[config.mk]
export PLATFORM = sky130hd
export DESIGN_NAME = seq_detector_1011_flat
export DESIGN_NICKNAME = d
export VERILOG_FILES = /design/src/rtl/seq_detector_1011_pkg.sv /design/src/rtl/seq_detector_1011_if.sv /design/src/rtl/seq_detector_1011_sat_counter.sv /design/src/rtl/seq_detector_1011.sv /design/src/flat_wrapper.sv
export SDC_FILE = /design/constraint.sdc
export NUM_CORES = 1
export LEC_CHECK = 0
export CAP_MARGIN = 20
export CORE_AREA = 3 3 40 42
export CTS_BUF_LIST = sky130_fd_sc_hd__clkbuf_16
export DETAILED_ROUTE_END_ITERATION = 8
export DIE_AREA = 0 0 43 45
export GPL_ROUTABILITY_DRIVEN = 0
export PLACE_DENSITY = 0.73
export SETUP_SLACK_MARGIN = 0.02
export SLEW_MARGIN = 15
export SYNTH_ARGS = -nofsm -noshare
export SYNTH_HDL_FRONTEND = slang
export SYNTH_SLANG_ARGS = --single-unit
export TNS_END_PERCENT = 20
[constraint.sdc]
create_clock -name Clk -period 2.9 [get_ports Clk]
set_clock_uncertainty 0.2 [all_clocks]
set_input_delay 0.58 -clock Clk [delete_from_list [all_inputs] [get_ports Clk]]
set_output_delay 0.58 -clock Clk [all_outputs]
set_load 0.02 [all_outputs]
[src/rtl/seq_detector_1011_pkg.sv]
// Shared state encoding and transition rule for the 1011 detector.
`timescale 1ns/1ps

package seq_detector_1011_pkg;

    localparam int unsigned STATE_W = 3;

    // S0 no prefix, S1 "1", S2 "10", S3 "101", S4 "1011" (match)
    typedef enum logic [STATE_W-1:0] {
        S0 = 3'd0,
        S1 = 3'd1,
        S2 = 3'd2,
        S3 = 3'd3,
        S4 = 3'd4
    } state_t;

    // Overlapping transition rule; codes 5..7 fall back to S0.
    function automatic state_t next_state(input state_t s, input logic d);
        case (s)
            S0:      return d ? S1 : S0;
            S1:      return d ? S1 : S2;
            S2:      return d ? S3 : S0;
            S3:      return d ? S4 : S2;
            S4:      return d ? S1 : S2;
            default: return S0;
        endcase
    endfunction

endpackage

[src/rtl/seq_detector_1011_if.sv]
// Bus between the 1011 detector and its stimulus/status neighbours.
`timescale 1ns/1ps

interface seq_detector_1011_if #(
    parameter int CNT_WIDTH = 4
);
    import seq_detector_1011_pkg::*;

    logic                 En;
    logic                 D;
    logic                 Clr;
    logic                 Match;
    logic [STATE_W-1:0]   State;
    logic [CNT_WIDTH-1:0] Count;
    logic                 Sat;

    modport master (
        output En, D, Clr,
        input  Match, State, Count, Sat
    );

    modport slave (
        input  En, D, Clr,
        output Match, State, Count, Sat
    );
endinterface

[src/rtl/seq_detector_1011_sat_counter.sv]
// Saturating match counter; a synchronous clear overrides a same-edge increment.
`timescale 1ns/1ps

module sat_counter #(
    parameter int CNT_WIDTH = 4
) (
    input  logic                 Clk,
    input  logic                 Rst,
    input  logic                 Inc,
    input  logic                 Clr,
    output logic [CNT_WIDTH-1:0] Count,
    output logic                 Sat
);

    localparam logic [CNT_WIDTH-1:0] MAX = '1;

    logic [CNT_WIDTH-1:0] r_count;
    logic                 r_sat;
    logic [CNT_WIDTH-1:0] w_count_inc;

    assign w_count_inc = r_count + CNT_WIDTH'(1);

    // Count up to all ones and hold; Sat is registered alongside the count.
    always_ff @(posedge Clk or posedge Rst) begin
        if (Rst) begin
            r_count <= '0;
            r_sat   <= 1'b0;
        end else if (Clr) begin
            r_count <= '0;
            r_sat   <= 1'b0;
        end else if (Inc && !r_sat) begin
            r_count <= w_count_inc;
            r_sat   <= (w_count_inc == MAX);
        end
    end

    assign Count = r_count;
    assign Sat   = r_sat;

endmodule

[src/rtl/seq_detector_1011.sv]
// Moore detector for serial pattern 1011 with overlap, plus a saturating match count.
`timescale 1ns/1ps

module seq_detector_1011
    import seq_detector_1011_pkg::*;
#(
    parameter int CNT_WIDTH = 4
) (
    input  logic                Clk,
    input  logic                Rst,
    seq_detector_1011_if.slave  bus
);

    state_t r_state;
    logic   r_match;
    state_t w_next;
    logic   w_inc;

    // Next state from the shared transition rule.
    always_comb begin
        w_next = next_state(r_state, bus.D);
    end

    assign w_inc = bus.En && (w_next == S4);

    // State register with Match registered as the S4 decode of the next state.
    always_ff @(posedge Clk or posedge Rst) begin
        if (Rst) begin
            r_state <= S0;
            r_match <= 1'b0;
        end else if (bus.En) begin
            r_state <= w_next;
            r_match <= (w_next == S4);
        end
    end

    sat_counter #(
        .CNT_WIDTH (CNT_WIDTH)
    ) u_sat_counter (
        .Clk   (Clk),
        .Rst   (Rst),
        .Inc   (w_inc),
        .Clr   (bus.Clr),
        .Count (bus.Count),
        .Sat   (bus.Sat)
    );

    assign bus.State = r_state;
    assign bus.Match = r_match;

endmodule

[src/flat_wrapper.sv]
// flat-port wrapper written by rule: the top's interface ports become plain ports
module seq_detector_1011_flat import seq_detector_1011_pkg::*;
#(
    parameter int CNT_WIDTH = 4
)
  (Clk, Rst, bus_En, bus_D, bus_Clr, bus_Match, bus_State, bus_Count, bus_Sat);
  seq_detector_1011_if #(.CNT_WIDTH(CNT_WIDTH)) bus_i ();
  input  logic Clk;
  input  logic Rst;
  input wire logic [$bits(bus_i.En)-1:0] bus_En;
  input wire logic [$bits(bus_i.D)-1:0] bus_D;
  input wire logic [$bits(bus_i.Clr)-1:0] bus_Clr;
  output wire logic [$bits(bus_i.Match)-1:0] bus_Match;
  output wire logic [$bits(bus_i.State)-1:0] bus_State;
  output wire logic [$bits(bus_i.Count)-1:0] bus_Count;
  output wire logic [$bits(bus_i.Sat)-1:0] bus_Sat;
  assign bus_i.En = bus_En;
  assign bus_i.D = bus_D;
  assign bus_i.Clr = bus_Clr;
  assign bus_Match = bus_i.Match;
  assign bus_State = bus_i.State;
  assign bus_Count = bus_i.Count;
  assign bus_Sat = bus_i.Sat;
  seq_detector_1011 #(.CNT_WIDTH(CNT_WIDTH)) u_core (.Clk(Clk), .Rst(Rst), .bus(bus_i));
endmodule
Yosys cells after proc, flatten, opt, wreduce, memory -nomap -nowiden
Index checks and enable logic that the tools add are counted.
Operators by class
  equality and inequality tests: 6
  muxes and demuxes: 9
  reduce and logical (&&, ||, !) cells: 6
  add/subtract/negate cells: 1
Operators by type and width (count)
  $pmux W3 S4: 1
  $mux W4: 2
  $eq A3 B2 Y1 const B: 2
  $eq A3 B3 Y1 const B: 2
  $add A4 B1 Y4 const B: 1
  $eq A4 B4 Y1 const B: 1
  $mux W2: 2
  $eq A3 B1 Y1 const B: 1
  $logic_not A3 Y1: 1
  $mux W1: 3
  $mux W3: 1
  $logic_and A1 B1 Y1: 2
  $reduce_bool A2 Y1: 1
  $reduce_or A2 Y1: 1
  $logic_not A1 Y1: 1
Word-level totals
  register bits after elaboration: 9
  bits of input ports: 5
  word-level logic and storage cells: 26
  output and inout bits: 9

Longest topological paths before layout
  depth in word-level cells: 8
  depth in mapped cells: 5
  gate-level depth less buffers: 5

Hierarchy
Synthesis repeated with hierarchy kept, for this count alone.
Unflattened totals
  cell total of the unflattened synthesis: 53
  area, all modules: 514.2 sq um
Modules (own cells, without submodules)
  sat_counter: times used 1, cells an instance 30, area each 306.5 sq um, seq. area each 125.1 sq um
  seq_detector_1011: times used 1, cells an instance 23, area each 207.7 sq um, seq. area each 100.1 sq um

Least setup slack after synthesis
Ideal clock, no wire load.
  path kind: register to register
  from: reg u_core.r_state[2] (netlist: u_core.bus.State[2])
  to: reg u_core.u_sat_counter.r_sat (netlist: u_core.u_sat_counter.Sat)
  setup time: 0.094 ns
  setup slack: 1.323 ns
  required time: 2.606 ns
  clock period less this slack: 1.577 ns
  cell stages (with the launch flop): 4
  arrival: 1.283 ns
  buffers on the path: 0
  cell sequence: dfrtp_1 > nand2b_4 > or3_4 > a221oi_2
On the way
  cells in the longest elaborated chain, start to end: 7
  elaborated cells between the ends (all ways): 11
  those cells by class: eq/ne: 5; mux: 1; reduce/logical: 5
Ends and longest elaborated chain
  start: declaration: RTL line seq_detector_1011.sv:14  | state_t r_state;
  start signal: assignment: RTL line seq_detector_1011.sv:32  | r_state <= w_next;
  $eq A3 B1 Y1 or $eq A3 B3 Y1 (tied branches): RTL line seq_detector_1011_pkg.sv:19  | case (s)
  $reduce_or A2 Y1 (no line)
  $pmux W3 S4 *: RTL line seq_detector_1011_pkg.sv:19
  $eq A3 B3 Y1 *: RTL line seq_detector_1011.sv:24  | assign w_inc = bus.En && (w_next == S4);
  $logic_and A1 B1 Y1 *: RTL line seq_detector_1011.sv:24
  $logic_and A1 B1 Y1 *: RTL line seq_detector_1011_sat_counter.sv:31  | end else if (Inc && !r_sat) begin
  $reduce_bool A2 Y1 (no line) *
  end signal: assignment: RTL line seq_detector_1011_sat_counter.sv:33  | r_sat <= (w_count_inc == MAX);
  end: declaration: RTL line seq_detector_1011_sat_counter.sv:18  | logic r_sat;
Every way passes the cells marked *; elsewhere a longest branch is shown, timed or not.
A chain may end at the register's enable or synchronous reset.

Final worst setup path
  from: reg u_core.r_state[0] (netlist: u_core.bus.State[0])
  to: out bus_State[0]
RTL lines
  end: declaration: RTL line flat_wrapper.sv:14  | output wire logic [$bits(bus_i.State)-1:0] bus_State;
No word-level cell between the ends.

==> flow_summary.ini <==
[status]
status = finished, final reports clean

[detailed_routing]
drc = 0
totalWireLength_um = 1060
drt_iter0_markers = 4
vias_per_cell = 5.01
antenna_left = 0
via_count = 431
dr.pass1.iters = 4
wl_per_cell_um = 12.3

[synthesis]
yosysSeqAreaShare = 0.455
synth_cells = 54
syn_area_per_cell_um2 = 9.18
syn-cell-area_um2 = 495
synth_top_area_frac = 0.455
yosysWarnings = 0
ys_types = 20
yosys_most_used_dff = dfrtp_1
ys_top_cells_by_area = dfrtp_1, inv_1, nor2_1, xnor2_1, ha_1
async_flop_share = 1.00
synth_commonest_cells = dfrtp_1, inv_1, nor2_1
yosys.area.top_type = dfrtp_1
synth_edf_count = 0
syn_nets = 61
yosysMostFrequentCell = dfrtp_1
yosys_register_bits = 9

[global_routing]
grt_first_pass_wirelength_um = 1930
gr-total-overflow = 0
grt_pass1_vias = 437
antenna_found_initial = 0
grt.total_usage = 0.141
grt_max_degree = 10

[power]
clockPowerShare = 0.551
combPwrFrac = 0.119
p_int_uw = 337
power.switching_uw = 91.9
p_per_area_nw_per_um2 = 594
finalPower_uw = 429
power_leakage_uw = 0.000305
p_sw_frac = 0.214
max-vdd-ir-drop_uv = 407
p_seq_frac = 0.330

[timing]
clock.fmax_mhz = 474
slew_viol_final = 0
holdWs_ns = 0.324
setup_violations = 0
min_period_ns = 2.11
finalCritPeriodShare = 0.728
hold_viol_final = 0
relSlewSlack = 0.766
rsz0062_at_grt = no
finalSetupTns_ns = 0
worstMarginPinSlew_ns = 0.350

[clocking]
cts_tree = yes
clkTransAtPathRegs_ns = 0.04
post_cts_buffers = 0
cts_htree_levels = 1
numCtsBuffers = 3
cts_resized = 0
clock_latency_ns = 0.23
cts_buffer_depth = 2
cts_hold_buf = 0
root_buffer = clkbuf_16
cts_sinks = 9

[critical_path]
path_delay_family = buffers and inverters
max_stage_delay_ns = 0.65
crit_path_start = u_core.bus.State[0]
end_kind = output port
cp.required_ns = 2.12
r2r-start = u_core.u_sat_counter.Count[0]
crit_buf_inv = 1
cp.arrival_ns = 1.33
crit_chain = clkdlybuf4s50_1
path_class = register to output port
cp_max_fo = 6
slowest_stage = clkdlybuf4s50_1
reg2reg_setup_slack_ns = 1.31
worstSetupStartpointType = register

[finish]
num-nets-final = 79
drive_gt1_frac = 0.0845
syn_to_final_growth_pct = 46.0
fill_cells = 125
num_antenna_cells = 0
utilization = 0.563

[die]
core_um2 = 1280
dieArea_um2 = 1940
io_pins = 14
die_h_um = 45
fp.dieW_um = 43
initial_utilization = 0.386
core.rowCount = 13

[place]
dpl.hpwl_um = 773
port_buffers = 13

[min_path]
hp-start = u_core.bus.Match
worstHoldPathType = register to register

[run]
drv_cap = 0
==> final timing paths <==
check | cells after the start | endpoint
max in group asynchronous | 2 | u_core.u_sat_counter.Sat
min in group asynchronous | 2 | u_core.bus.Match
hold / removal | 2 | u_core.bus.Match
hold reg to reg | 2 | u_core.bus.Match
setup / recovery | 1 | bus_State[0]
setup reg to reg | 5 | u_core.u_sat_counter.Sat
==> metrics by stage <==
| step | instances | setup slack (ns) | area, um2 |
|---|---|---|---|
| after floorplan | 54 | 1.32 | 495 |
| after global placement | 82 | 0.752 | 644 |
| after detailed placement | 82 | 0.726 | 644 |
| after CTS | 86 | 0.791 | 723 |
| after global routing | 86 | 0.739 | 723 |
| final | 86 | 0.790 | 723 |
==> cell usage in the layout (no fill, tap or decap) <==
master	n
o211ai_1	1
o21bai_1	1
nand3_1	1
a32o_1	1
xnor2_1	3
nor3_1	3
clkdlybuf4s50_1	13
o21ai_0	5
and3_1	1
a21oi_1	1
dfrtp_1	9
nand2b_4	1
inv_1	9
a211oi_1	1
nor2_1	8
a221oi_2	1
clkbuf_16	3
ha_1	2
nand2_1	4
or3_4	1
nand4b_1	1
nand2b_1	1
==> flip-flops by register name, summed over array words and instances (netlist names) <==
signal                      cells
u_core.bus.State                3
u_core.bus.Match                1
u_core.u_sat_counter.Count      4
u_core.u_sat_counter.Sat        1
==> per-layer routing <==
metal	vias up	GRT usage	share of wire
met2	15	0.207	0.46
met5	-	0	0
met1	198	0.169	0.44
met4	0	0.0904	0.013
li1	216	-	-
met3	2	0.0637	0.079
==> power by group through the flow <==
stage	Combinational (uW)	Sequential (uW)	Clock (uW)
final	51.0	142	237
after global routing	56.2	143	256
after CTS	51.9	142	244
after detailed placement	51.5	143	0
after global placement	50.8	143	0
after floorplan	20.1	149	0
==> layout make-up <==
class / count / area (um2) / area share
Multi-Input combinational cell: 37 / 240 / 0.332
Clock inverter: 1 / 3.75 / 0.00519
Sequential cell: 9 / 225 / 0.311
Inverter: 8 / 30.0 / 0.0415
Clock buffer: 3 / 75.1 / 0.104
Timing Repair Buffer: 13 / 130 / 0.180
Tap cell: 15 / 18.8 / 0.0260
==> cell families after synthesis <==
family,count (synthesis),share of synthesized area
and+or+nand+nor,21,0.225
DFF,9,0.455
buffers and inverters,8,0.0606
xor gates and xnor gates,3,0.0530
AOI/OAI and AO/OA,11,0.157
adders and majority gates,2,0.0505
No activity file was read; power rests on OpenSTA's default activity.
